==> config.mk <==
export PLATFORM = sky130hd
export DESIGN_NAME = reg_arbiter_2p
export DESIGN_NICKNAME = d
export VERILOG_FILES = /design/src/rtl/reg_arbiter_2p.sv
export SDC_FILE = /design/constraint.sdc
export NUM_CORES = 1
export LEC_CHECK = 0
export BUFFER_PORTS_ARGS = -buffer_cell sky130_fd_sc_hd__buf_2
export CAP_MARGIN = 20
export CELL_PAD_IN_SITES_DETAIL_PLACEMENT = 0
export CELL_PAD_IN_SITES_GLOBAL_PLACEMENT = 1
export CORE_MARGIN = 3
export CORE_UTILIZATION = 33
export DETAILED_ROUTE_END_ITERATION = 8
export PLACE_DENSITY_LB_ADDON = 0.1
export SYNTH_ARGS = -nofsm -noshare
export SYNTH_HDL_FRONTEND = slang
export SYNTH_SLANG_ARGS = --single-unit
==> constraint.sdc <==
create_clock -name clk -period 1.9 [get_ports clk]
set_input_delay 0.095 -clock clk [delete_from_list [all_inputs] [get_ports clk]]
set_output_delay 0.095 -clock clk [all_outputs]
set_load 0.05 [all_outputs]
==> src/rtl/reg_arbiter_2p.sv <==
// reg_arbiter_2p: two-port arbiter in front of a single register bus.
// Each upstream port issues one write or read at a time. The arbiter grants
// one port, forwards the access downstream, and returns one ack/rdy strobe
// with an error flag. A request from the other port waits until the current
// transaction is fully retired. Contention is resolved round-robin against
// the last served port.
//
// Ports:
//   clk, rst                 clock, synchronous active-high reset
//   i_pN_wr_rdy / o_pN_wr_ack   port N write request / write-done strobe
//   i_pN_rd_req / o_pN_rd_rdy   port N read request / read-data-valid strobe
//   i_pN_address, i_pN_wdata    port N address and write data
//   o_pN_rdata, o_pN_invalid    port N read data and error flag (held)
//   o_reg_in_rdy / i_reg_in_ack_stb   downstream write request / ack
//   o_reg_out_req / i_reg_out_rdy     downstream read request / data valid
//   o_reg_address, o_reg_in_data      downstream address and write data
//   i_reg_out_data, i_reg_invalid_addr downstream read data and error
module reg_arbiter_2p #(
  parameter int ADDR_WIDTH = 32,
  parameter int DATA_WIDTH = 32,
  parameter int TIMEOUT    = 256
) (
  input  logic                  clk,
  input  logic                  rst,
  input  logic                  i_p0_wr_rdy,
  output logic                  o_p0_wr_ack,
  input  logic                  i_p0_rd_req,
  output logic                  o_p0_rd_rdy,
  input  logic [ADDR_WIDTH-1:0] i_p0_address,
  input  logic [DATA_WIDTH-1:0] i_p0_wdata,
  output logic [DATA_WIDTH-1:0] o_p0_rdata,
  output logic                  o_p0_invalid,
  input  logic                  i_p1_wr_rdy,
  output logic                  o_p1_wr_ack,
  input  logic                  i_p1_rd_req,
  output logic                  o_p1_rd_rdy,
  input  logic [ADDR_WIDTH-1:0] i_p1_address,
  input  logic [DATA_WIDTH-1:0] i_p1_wdata,
  output logic [DATA_WIDTH-1:0] o_p1_rdata,
  output logic                  o_p1_invalid,
  output logic                  o_reg_in_rdy,
  input  logic                  i_reg_in_ack_stb,
  output logic                  o_reg_out_req,
  input  logic                  i_reg_out_rdy,
  output logic [ADDR_WIDTH-1:0] o_reg_address,
  output logic [DATA_WIDTH-1:0] o_reg_in_data,
  input  logic [DATA_WIDTH-1:0] i_reg_out_data,
  input  logic                  i_reg_invalid_addr
);

  localparam int CNT_W = (TIMEOUT > 1) ? $clog2(TIMEOUT) : 1;
  localparam logic [CNT_W-1:0] CNT_LAST = (TIMEOUT > 1) ? CNT_W'(TIMEOUT - 1) : '0;

  typedef enum logic [1:0] {
    IDLE  = 2'd0,
    ISSUE = 2'd1,
    DRAIN = 2'd2
  } state_e;

  state_e                  state_q, state_d;
  logic                    last_grant_q, last_grant_d;
  logic                    gnt_q, gnt_d;
  logic                    op_wr_q, op_wr_d;
  logic [ADDR_WIDTH-1:0]   addr_q, addr_d;
  logic [DATA_WIDTH-1:0]   wdata_q, wdata_d;
  logic                    in_rdy_q, in_rdy_d;
  logic                    out_req_q, out_req_d;
  logic [CNT_W-1:0]        cnt_q, cnt_d;
  logic [1:0]              wr_ack_q, wr_ack_d;
  logic [1:0]              rd_rdy_q, rd_rdy_d;
  logic [1:0]              inv_q, inv_d;
  logic [DATA_WIDTH-1:0]   rdata0_q, rdata0_d;
  logic [DATA_WIDTH-1:0]   rdata1_q, rdata1_d;

  logic                    req0, req1, pick, pick_wr;
  logic                    done, timed_out, fin_inv;
  logic [DATA_WIDTH-1:0]   fin_rdata;

  assign req0      = i_p0_wr_rdy | i_p0_rd_req;
  assign req1      = i_p1_wr_rdy | i_p1_rd_req;
  // On contention the port that was not served last wins.
  assign pick      = (req0 && req1) ? ~last_grant_q : req1;
  assign pick_wr   = pick ? i_p1_wr_rdy : i_p0_wr_rdy;
  // Only the completion input matching the operation type is honoured.
  assign done      = op_wr_q ? i_reg_in_ack_stb : i_reg_out_rdy;
  assign timed_out = (TIMEOUT != 0) && (cnt_q == CNT_LAST);
  assign fin_inv   = done ? i_reg_invalid_addr : 1'b1;
  assign fin_rdata = done ? i_reg_out_data : '0;

  always_ff @(posedge clk) begin
    if (rst) begin
      state_q      <= IDLE;
      last_grant_q <= 1'b1;
      gnt_q        <= 1'b0;
      op_wr_q      <= 1'b0;
      addr_q       <= '0;
      wdata_q      <= '0;
      in_rdy_q     <= 1'b0;
      out_req_q    <= 1'b0;
      cnt_q        <= '0;
      wr_ack_q     <= '0;
      rd_rdy_q     <= '0;
      inv_q        <= '0;
      rdata0_q     <= '0;
      rdata1_q     <= '0;
    end else begin
      state_q      <= state_d;
      last_grant_q <= last_grant_d;
      gnt_q        <= gnt_d;
      op_wr_q      <= op_wr_d;
      addr_q       <= addr_d;
      wdata_q      <= wdata_d;
      in_rdy_q     <= in_rdy_d;
      out_req_q    <= out_req_d;
      cnt_q        <= cnt_d;
      wr_ack_q     <= wr_ack_d;
      rd_rdy_q     <= rd_rdy_d;
      inv_q        <= inv_d;
      rdata0_q     <= rdata0_d;
      rdata1_q     <= rdata1_d;
    end
  end

  always_comb begin
    state_d      = state_q;
    last_grant_d = last_grant_q;
    gnt_d        = gnt_q;
    op_wr_d      = op_wr_q;
    addr_d       = addr_q;
    wdata_d      = wdata_q;
    in_rdy_d     = in_rdy_q;
    out_req_d    = out_req_q;
    cnt_d        = cnt_q;
    wr_ack_d     = '0;
    rd_rdy_d     = '0;
    inv_d        = inv_q;
    rdata0_d     = rdata0_q;
    rdata1_d     = rdata1_q;
    case (state_q)
      IDLE: begin
        if (req0 || req1) begin
          gnt_d     = pick;
          op_wr_d   = pick_wr;
          addr_d    = pick ? i_p1_address : i_p0_address;
          wdata_d   = pick ? i_p1_wdata : i_p0_wdata;
          in_rdy_d  = pick_wr;
          out_req_d = ~pick_wr;
          cnt_d     = '0;
          state_d   = ISSUE;
        end
      end
      ISSUE: begin
        if (done || timed_out) begin
          in_rdy_d      = 1'b0;
          out_req_d     = 1'b0;
          inv_d[gnt_q]  = fin_inv;
          if (op_wr_q) begin
            wr_ack_d[gnt_q] = 1'b1;
          end else begin
            rd_rdy_d[gnt_q] = 1'b1;
            if (gnt_q) rdata1_d = fin_rdata;
            else       rdata0_d = fin_rdata;
          end
          state_d = DRAIN;
        end else begin
          cnt_d = cnt_q + 1'b1;
        end
      end
      DRAIN: begin
        // Retire only once the served port has dropped its request, so a
        // still-held request is never mistaken for a new one.
        if (gnt_q ? !req1 : !req0) begin
          last_grant_d = gnt_q;
          state_d      = IDLE;
        end
      end
      default: begin
        in_rdy_d  = 1'b0;
        out_req_d = 1'b0;
        state_d   = IDLE;
      end
    endcase
  end

  always_comb begin
    o_p0_wr_ack   = wr_ack_q[0];
    o_p1_wr_ack   = wr_ack_q[1];
    o_p0_rd_rdy   = rd_rdy_q[0];
    o_p1_rd_rdy   = rd_rdy_q[1];
    o_p0_invalid  = inv_q[0];
    o_p1_invalid  = inv_q[1];
    o_p0_rdata    = rdata0_q;
    o_p1_rdata    = rdata1_q;
    o_reg_in_rdy  = in_rdy_q;
    o_reg_out_req = out_req_q;
    o_reg_address = addr_q;
    o_reg_in_data = wdata_q;
  end

endmodule

==> results of run 1 <==
## registers in the layout, summed over array words and instances, names as in the netlist, 2 cells and up
name           cells
inv_q              2
o_p1_rdata        32
o_reg_in_data     32
cnt_q              8
rd_rdy_q           2
o_p0_rdata        32
o_reg_address     32
state_q            2
wr_ack_q           2
## stage by stage
step / hold slack (ns) / std cells
floorplan: 0.277 / 673
global placement: 0.404 / 1165
detailed placement: 0.417 / 1165
CTS: 0.0000299 / 1237
global route: 0.00650 / 1238
finish: 0.0127 / 1238
## kinds of logic (layout without fill, tap and decap cells)
kind of cell | count (synthesis) | in the layout | synth area share
mux | 66 | 66 | 0.104
compound gates | 231 | 231 | 0.267
buf+inv | 74 | 405 | 0.0516
flops | 149 | 149 | 0.471
fa+ha+maj | 1 | 1 | 0.00198
simple gates | 152 | 152 | 0.104
## cell usage in the layout, fill, tap and decap left out, drive strengths merged, types with 3 or more instances in the layout
cell         count
buf            330
dfxtp          149
nor2            76
a211oi          68
a31oi           67
mux2i           66
a311oi          64
nand2           40
dlygate4sd3     40
clkbuf          19
a21oi           16
nand3           11
inv              8
o21ai            6
nand2b           4
nor3             4
clkinvlp         4
clkinv           3
nor2b            3
## layout make-up
cell class                      instances  area, um^2  area share
Multi-Input combinational cell        450        3060       0.331
Sequential cell                       149        2980       0.323
Timing Repair Buffer                  371        2310       0.250
Clock buffer                           18         439      0.0476
Tap cell                              234         293      0.0317
Clock inverter                         14         141      0.0153
Inverter                                2        7.51    0.000813
## where the power goes
group | internal (uW) | switching (uW)
Combinational | 894 | 1940
Clock | 1870 | 1420
Sequential | 3410 | 152
Total | 6170 | 3520
## what timing repair did
item / CTS / global route
endpoints found under the setup margin: 0 / 2
buffers inserted: 0 / 0
hold buffers: 40 / 0
endpoints found under the hold margin: 71 / 0
## per-layer routing
layer | track usage | routed length, um | vias to the layer above
met5 | 0 | 0 | -
met1 | 0.225 | 8590 | 2954
met3 | 0.0486 | 1400 | 25
li1 | - | - | 3235
met2 | 0.323 | 10300 | 226
met4 | 0.0594 | 342 | 0
## worst paths after layout
check / from / to
min reg2reg: o_reg_out_req$_SDFFE_PP0P_ / o_reg_out_req$_SDFFE_PP0P_
max reg2reg: cnt_q[0]$_SDFFE_PP0P_ / o_p1_rdata[5]$_SDFFE_PP0P_
max: cnt_q[0]$_SDFFE_PP0P_ / o_p1_rdata[5]$_SDFFE_PP0P_
min: i_p0_address[14] / o_reg_address[14]$_SDFFE_PP0P_
## critical path, cell delays in order, from the launching register on
cell	delay, ns
dfxtp_1	0.40
ha_1	0.22
nand3_1	0.19
nor2_1	0.16
o21ba_2	0.23
clkbuf_16	0.26
a311oi_1	0.11
==> out/summary.md, run 1 <==
* dfxtp_1 — most frequent cell after synthesis
* flop — startpoint kind of the worst setup timing path
* 248 — starting DRC count in detailed routing
* 0.0171 ns — final clock skew
* 1050 nW/um^2 — Power per Cell Area
* 149 — count of clock tree sinks
* 585 MHz — highest attainable clock frequency
* 0.471 — sequential share of the synthesized area
* 0.186 — Global Route Usage Sum
* 0.465 ns — slew at the pin closest to its max-slew limit
* 8220 um^2 — instance area at placement
* 9230 um^2 — total non-filler cell area in the finished layout
* flop — endpoint type of the worst setup path
* 0.492 — fraction of the core area covered by cells at the end of the flow
* 0 — fraction of synthesis flops using an asynchronous set or reset pin
* 1807 — layout filler cell count
* 0 — number of routed nets with antenna violations
* dfxtp_1 — cell type contributing the most total cell area after synthesis
* 0.585 mV — VDD IR-drop max
* 0.900 — portion of the clock cycle consumed by the worst path in the final layout
* 2 — maximum number of buffers from clock root to sink
* 6440 — Via Count
* 107 — largest net degree at the start of global routing
* 0.471 — Yosys top cell area share
* 0.191 ns — minimum setup slack in the final design
* 6 — depth of the worst register-to-register path
* 0 — number of warnings issued by yosys
* 45.8% — Layout area overhead
* 6188 — number of global-route vias before repair
* 9690 uW — power consumption
* yes — clock tree from TritonCTS
* 0.690 — max_slew headroom
* 2.19 ns — required time at the endpoint of the critical path
* 0.07 ns — clock input transition at the sequential cells of the worst setup and hold paths
* 0.42 ns — clock latency at the later pin of the worst-skew pair
* 0.337 — starting utilization of the core area
* 5 — Pre-antenna DRT Iters
* 0.803 — global placement routability congestion
* 0 — post-cts resize count
* 31200 um — wire length of the first global-routing pass
* 0 — EDFF count, synth
* 0.216 ns — Setup Slack @ Placement
* 1.71 ns — shortest clock period the worst path allows after layout
* reg2reg — kind of critical path
* 145 um — width of the die
* 304 — port buffer count
* 0 — count of endpoints failing hold in the final timing report
* 673 — instance count of the mapped netlist
* clkbuf_16 — cell at the root of the clock tree
* 16.7 um — drt wl/cell
* 843 — Net Count, Synth
* 0 ns — sum of negative setup slack
* no — setup repair after global routing missed its margin
* 40 — distinct cell type count after synthesis
* 0 — Max Slew Vio Count
* 0.19 ns — Register-to-Register Setup Slack
* 0 — remaining global-route overflow
* dfxtp_1 — most instantiated flip-flop cell in the synthesis netlist
* dfxtp_1 (47%), mux2i_1 (10%), a311oi_1 (8.9%), a211oi_1 (7.9%), a31oi_1 (6.6%) — Area contributors post-synth
* 17 — clock buffers created by TritonCTS
* 14800 um — post-detailed-placement half-perimeter wirelength
* in2reg — path type of the worst min-delay path
* 33 — biggest fanout along the worst timing path
* 3 — hold depth
* 9.41 um^2 — mean instance size in the synthesized netlist
* 0 — number of antenna diodes
* 0 — initial antenna violation count
* dfxtp_1 (149), nor2_1 (76), a211oi_1 (67), a31oi_1 (67), mux2i_1 (66) — most instantiated cells after synthesis
* 145 um — Vert. Die Dim
* 5.20 — post-detailed-route via-to-cell ratio
* 0 — Finish-stage setup viols
* 0.371 — share of cells above drive strength 1
* 50 — standard-cell row count
* completed — outcome
* 305 — num ports
* 2.00 ns — CP arrival
* 0 — detailed-route DRC error count
* 20900 um^2 — Total Die Area
* 149 — register bit total from synthesis
* 4 — H-tree depth
* 18800 um^2 — Placeable Area
* 1161 — final-stage net count
* 0 — max capacitance violation total
* 0.00399 uW — Leak
* 6330 um^2 — mapped cell area
* 20600 um — total wire length
Power figures use the tool's default switching activity.
==> inputs of run 2 (changes only) <==
- CORE_MARGIN: 3 -> default
- MAX_ROUTING_LAYER: default -> met4
==> out/summary.md, run 2 (synthesized netlist as in run 1, its figures left out) <==
* completed — outcome
* 0 ns — sum of negative setup slack, unchanged
* 19700 um^2 — Total Die Area, -5.5%
* i_p0_address[10] — worst min-delay path startpoint
* flop — endpoint type of the worst setup path
* 5 — Pre-antenna DRT Iters, unchanged
* 0.06 ns — clock input transition at the sequential cells of the worst setup and hold paths, about the same
* 0.593 mV — VDD IR-drop max, +1.3%
* 13900 um — post-detailed-placement half-perimeter wirelength, -5.8%
* 305 — num ports, unchanged
* 9690 uW — power consumption, about the same
* 97 — largest net degree at the start of global routing, -9.3%
* 50 — standard-cell row count, unchanged
* 0.0102 ns — final clock skew, -0.00691 ns
* 141 um — width of the die, -2.8%
* no — setup repair after global routing missed its margin
* 0 — initial antenna violation count, unchanged
* in2reg — path type of the worst min-delay path
* 0 — max capacitance violation total, unchanged
* 0.739 — max_slew headroom, +0.0496
* 0.34 ns — worst stage delay on the critical path, -0.06 ns
* dfxtp_1 — slowest CP cell
* 141 um — Vert. Die Dim, -2.8%
* 0.369 — share of cells above drive strength 1, -0.00104
* yes — clock tree from TritonCTS
* 31300 um — wire length of the first global-routing pass, +0.29%
* 2.19 ns — required time at the endpoint of the critical path, about the same
* 18800 um^2 — Placeable Area, unchanged
* 359 — starting DRC count in detailed routing, +45%
* 20000 um — total wire length, -3.0%
* 0.337 — starting utilization of the core area, unchanged
* flop — startpoint kind of the worst setup timing path
* 6484 — Via Count, +0.68%
* 572 MHz — highest attainable clock frequency, -2.2%
* ha_1 > nand3_1 > nor2_1 > o21ba_2 > buf_12 > a311oi_1 — cell chain of the critical path
* 0 — number of antenna diodes, unchanged
* 0.391 ns — slew at the pin closest to its max-slew limit, -0.0734 ns
* 0 — Max Slew Vio Count, unchanged
* 0 — number of routed nets with antenna violations, unchanged
* 0.00395 uW — Leak, -1.2%
* 2 — maximum number of buffers from clock root to sink, unchanged
* 33 — biggest fanout along the worst timing path, unchanged
* 1 — number of buffers and inverters on the critical path, unchanged
* 17 — clock buffers created by TritonCTS, unchanged
* 1816 — layout filler cell count, +0.50%
* 0.814 — global placement routability congestion, +1.4%
* 0.920 — portion of the clock cycle consumed by the worst path in the final layout, +0.0199
* 0 — detailed-route DRC error count, unchanged
* 304 — port buffer count, unchanged
* 16.3 um — drt wl/cell, -2.3%
* cnt_q[0]$_SDFFE_PP0P_ — FF-to-FF Start
* 0.206 — Global Route Usage Sum, +0.0200
* 0 — Finish-stage setup viols, unchanged
* reg2reg — kind of critical path
* 5.27 — post-detailed-route via-to-cell ratio, +1.3%
* 6223 — number of global-route vias before repair, +0.57%
* 0 — count of endpoints failing hold in the final timing report, unchanged
* 0 — post-cts resize count, unchanged
* compound AO/OA/AOI/OAI gates — gate family responsible for the most delay along the worst path
* 1.75 ns — shortest clock period the worst path allows after layout, +0.0379 ns
* 1060 nW/um^2 — Power per Cell Area, +1.2%
* 149 — count of clock tree sinks, unchanged
* cnt_q[0]$_SDFFE_PP0P_ — crit path from
* 2.04 ns — CP arrival, +0.04 ns
* 0 — remaining global-route overflow, unchanged
* 0.42 ns — clock latency at the later pin of the worst-skew pair, about the same
* buf_2 (303), dfxtp_1 (149), nor2_1 (74) — top library cells by usage in the layout, fill and taps aside
* buf_2 — most common cell after layout, fill and taps aside
* 44.1% — Layout area overhead
* 1153 — final-stage net count, -0.69%
* 4 — H-tree depth, unchanged
* clkbuf_16 — cell at the root of the clock tree
==> run 2: changes by cell type in the layout (fill, tap and decap cells not counted), sizes merged <==
cell,previous run,this run
dlygate4sd3,40,35
clkbuf,19,22
clkinvlp,4,5
inv,8,3
bufinv,1,2
buf,330,327
==> run 2: area by class of cell <==
class / count / area [um^2] / area share
clock buffers: 21 / 470 / 0.0516
clock inverters: 11 / 125 / 0.0137
inverters: 2 / 7.51 / 0.000823
multi-input cells: 450 / 3060 / 0.335
flip-flops and latches: 149 / 2980 / 0.327
well taps: 234 / 293 / 0.0321
repair buffers: 363 / 2180 / 0.240
==> run 2: worst min-delay path, cell delays in order <==
cell and delay [ns]:
buf_2 0.09, mux2i_1 0.12, a211oi_1 0.08
==> run 2: layer usage <==
metal | track usage | vias up | routed length, um
li1 | - | 3212 | -
met1 | 0.230 | 3015 | 8580
met2 | 0.354 | 224 | 9760
met3 | 0.0458 | 33 | 1190
met4 | 0.0870 | 0 | 496
met5 | - | - | 0
==> run 2: per-stage QoR <==
stage	std cells	setup slack, ns	hold WS [ns]	instance area (um^2)	util
after global placement	1162	0.208	0.404	8150	0.434
after detailed placement	1162	0.169	0.415	8150	0.434
after floorplan	673	0.243	0.277	6330	-
final	1230	0.153	0.0198	9120	0.486
after CTS	1229	0.119	0.00146	9100	0.485
after global routing	1230	0.0265	0.0167	9120	0.486
==> run 2: where the power goes <==
part           total, uW  internal, uW  switching, uW
logic               2780           855           1930
clock network       3360          2040           1320
registers           3550          3410            144
==> run 2: path summary, 6_finish.rpt <==
path                                                  endpoint  slack [ns]  cells past startpoint
worst max-delay path                o_p1_rdata[6]$_SDFFE_PP0P_        0.15                      6
worst min-delay path            o_reg_address[10]$_SDFFE_PP0P_        0.02                      3
worst max register to register      o_p1_rdata[6]$_SDFFE_PP0P_        0.15                      6
worst min register to register      o_reg_out_req$_SDFFE_PP0P_        0.49                      2
==> run 2: what timing repair did <==
| action | 4_1_cts | 5_1_grt |
|---|---|---|
| endpoints found under the setup margin | 0 | 16 |
| endpoints found under the hold margin | 68 | 0 |
| setup buffers | 0 | 0 |
| hold buffers | 35 | 0 |
==> inputs of run 3 (changes only) <==
- ABC_AREA: default -> 1
- CORE_UTILIZATION: 33 -> 32
- HOLD_SLACK_MARGIN: default -> 0.08
==> out/summary.md, run 3 <==
* completed — outcome
* 0.551 mV — VDD IR-drop max, -7.0%
* ha_1 > nand2_1 > nor2_2 > nand2_2 > nand2_4 > nand3_2 > buf_4 > nand2_1 > a21oi_1 — cell chain of the critical path
* 0 — EDFF count, synth, unchanged
* 304 — port buffer count, unchanged
* buf_2 (304), nand2_1 (235), dlygate4sd3_1 (162) — top library cells by usage in the layout, fill and taps aside
* 7654 — Via Count, +18%
* 305 — num ports, unchanged
* clkbuf_16 — cell at the root of the clock tree
* 2920 um^2 — combined area of the multi-input logic cells, -4.4%
* flop — endpoint type of the worst setup path
* 1.96 ns — CP arrival, -0.08 ns
* 14400 um — post-detailed-placement half-perimeter wirelength, +3.6%
* 0.00533 uW — Leak, +35%
* 65 — largest net degree at the start of global routing, -33%
* no — setup repair after global routing missed its margin
* dfxtp_1 — slowest CP cell
* 0.768 — global placement routability congestion, -5.7%
* 0.108 ns — worst hold-check slack, +0.0881 ns
* 926 — instance count of the mapped netlist, +38%
* reg2reg — kind of critical path
* 2980 um^2 — Sequential Area, unchanged
* 1 — number of buffers and inverters on the critical path, unchanged
* buf_2 — most common cell after layout, fill and taps aside
* 0.329 — starting utilization of the core area, -0.00869
* 947 nW/um^2 — Power per Cell Area, -11%
* 2.18 ns — required time at the endpoint of the critical path, about the same
* 149 — count of clock tree sinks, unchanged
* in2reg — path type of the worst min-delay path
* 7.23 um^2 — mean instance size in the synthesized netlist, -23%
* 1532 — final-stage net count, +33%
* 33 — biggest fanout along the worst timing path, unchanged
* 5 — Pre-antenna DRT Iters, unchanged
* 20400 um^2 — Placeable Area, +8.5%
* 21500 um^2 — Total Die Area, +8.9%
* 0.526 — fraction of the core area covered by cells at the end of the flow, +0.0405
* 17 — clock buffers created by TritonCTS, unchanged
* 3 — initial antenna violation count, +3
* 0.22 ns — Register-to-Register Setup Slack, +0.07 ns
* 0 — fraction of synthesis flops using an asynchronous set or reset pin, unchanged
* simple AND/OR/NAND/NOR gates — gate family responsible for the most delay along the worst path
* 344 — starting DRC count in detailed routing, -4.2%
* 0 — number of routed nets with antenna violations, unchanged
* 1986 — layout filler cell count, +9.4%
* 52 — standard-cell row count, +4.0%
* 4 — hold depth, +1
* i_reg_invalid_addr — worst min-delay path startpoint
* flop — startpoint kind of the worst setup timing path
* nand2_1 — most frequent cell after synthesis
* dfxtp_1 — most instantiated flip-flop cell in the synthesis netlist
* nand2_1 — cell occurring most often along the worst timing path
* 0 — Finish-stage setup viols, unchanged
* 149 — register bit total from synthesis, unchanged
* 0.0198 ns — final clock skew, +0.00966 ns
* 0 — number of warnings issued by yosys, unchanged
* 595 MHz — highest attainable clock frequency, +3.9%
* 60.2% — Layout area overhead
* 6690 um^2 — mapped cell area, +5.7%
* 0 — max capacitance violation total, unchanged
* 9 — depth of the worst register-to-register path, +3
* 0.486 ns — slew at the pin closest to its max-slew limit, +0.0949 ns
* 0 — detailed-route DRC error count, unchanged
* 0 — count of endpoints failing hold in the final timing report, unchanged
* 0 — Max Slew Vio Count, unchanged
* 0.227 — Global Route Usage Sum, +0.0214
* 4.64 — post-detailed-route via-to-cell ratio, -12%
* 0.885 — portion of the clock cycle consumed by the worst path in the final layout, -0.0347
* dfxtp_1 — cell type contributing the most total cell area after synthesis
* 2 — maximum number of buffers from clock root to sink, unchanged
* dfxtp_1 (45%), nand2_1 (13%), o211ai_1 (7.3%), nand4_1 (6.3%), inv_1 (6.1%) — Area contributors post-synth
* 0.446 — sequential share of the synthesized area, -0.0255
* 4 — H-tree depth, unchanged
* 38200 um — wire length of the first global-routing pass, +22%
* cnt_q[0]$_SDFFE_PP0P_ — FF-to-FF Start
* 23400 um — total wire length, +17%
* 0.446 — Yosys top cell area share, -0.0255
* o_p0_rdata[7]$_SDFFE_PP0P_ — reg2reg end
* 14.2 um — drt wl/cell, -13%
* inv_q[0]$_SDFFE_PP0P_ — endpoint with the worst hold slack
* 0 — number of setup buffers added after CTS, unchanged
* 26 — distinct cell type count after synthesis, -35%
* 0.39 ns — worst stage delay on the critical path, +0.05 ns
* 0.676 — max_slew headroom, -0.0633
* 0.06 ns — clock input transition at the sequential cells of the worst setup and hold paths, about the same
* nand2_1 (236), dfxtp_1 (149), inv_1 (109) — most instantiated cells after synthesis
* 147 um — Vert. Die Dim, +4.3%
* 0.42 ns — clock latency at the later pin of the worst-skew pair, about the same
* 0 ns — sum of negative setup slack, unchanged
* 0 — remaining global-route overflow, unchanged
* 147 um — width of the die, +4.3%
* 7740 — number of global-route vias before repair, +24%
* 0.276 — share of cells above drive strength 1, -0.0938
* 1096 — Net Count, Synth, +30%
* yes — clock tree from TritonCTS
* 1.68 ns — shortest clock period the worst path allows after layout, -0.0659 ns
[run 3: logic make-up after synthesis]
| logic type | after synthesis | share of synthesized area |
|---|---|---|
| simple gates | 437 | 0.293 |
| buf+inv | 188 | 0.118 |
| compound gates | 150 | 0.140 |
| flops | 149 | 0.446 |
| xor+xnor | 1 | 0.00131 |
| fa+ha+maj | 1 | 0.00187 |
[run 3: worst min-delay path, stage by stage]
cell	delay [ns]
buf_2	0.07
or2_2	0.11
nand4_1	0.07
a21oi_1	0.13
[run 3: how the worst max path moves through the flow]
stage / startpoint / to / slack [ns] / depth (start not counted)
2_1_floorplan: cnt_q[0]$_SDFFE_PP0P_ / o_p0_rdata[10]$_SDFFE_PP0P_ / 0.47 / 9
3_3_place_gp: state_q[1]$_SDFFE_PP0P_ / o_reg_address[30]$_SDFFE_PP0P_ / 0.27 / 7
3_5_place_dp: cnt_q[0]$_SDFFE_PP0P_ / o_p0_rdata[7]$_SDFFE_PP0P_ / 0.23 / 9
4_1_cts: cnt_q[0]$_SDFFE_PP0P_ / o_p0_rdata[28]$_SDFFE_PP0P_ / 0.22 / 9
5_1_grt: cnt_q[0]$_SDFFE_PP0P_ / cnt_q[4]$_SDFFE_PP0P_ / 0.02 / 8
6_report: cnt_q[0]$_SDFFE_PP0P_ / o_p0_rdata[7]$_SDFFE_PP0P_ / 0.22 / 9
[run 3: per-layer routing]
metal,routed length (um),part of all wire,vias to the layer above,GRT usage
li1,-,-,3925,-
met1,10100,0.43,3429,0.268
met2,11400,0.49,256,0.375
met3,1340,0.057,44,0.0506
met4,652,0.028,0,0.0901
met5,0,0,-,-
[run 3: per-stage QoR]
stage                     instance area, um^2  std cells  worst slack (ns)  total power, uW
after global placement                   8510       1451             0.273             6590
after global routing                    10700       1648            0.0159            10700
final                                   10700       1648             0.219            10200
after detailed placement                 8510       1451             0.231             6580
after floorplan                          6690        926             0.469             5720
after CTS                               10700       1645             0.220            10200
[run 3: what timing repair did]
item,CTS,global route
hold endpoints to repair,129,0
resized for setup,0,0
hold buffers,162,0
[run 3: cell type report]
cell class                 instances  area share
sequential                       149       0.278
clock buffer                      21      0.0429
clock inverter                    11      0.0118
antenna                            3    0.000700
inverter                         114      0.0399
timing repair buffer             491       0.322
tap                              270      0.0315
multi-input combinational        589       0.273
[run 3: where the power goes]
group / switching [uW] / internal, uW / leakage, uW
sequential: 149 / 3410 / 0.00122
clock: 1360 / 2010 / 0.000276
combinational: 2190 / 1030 / 0.00384
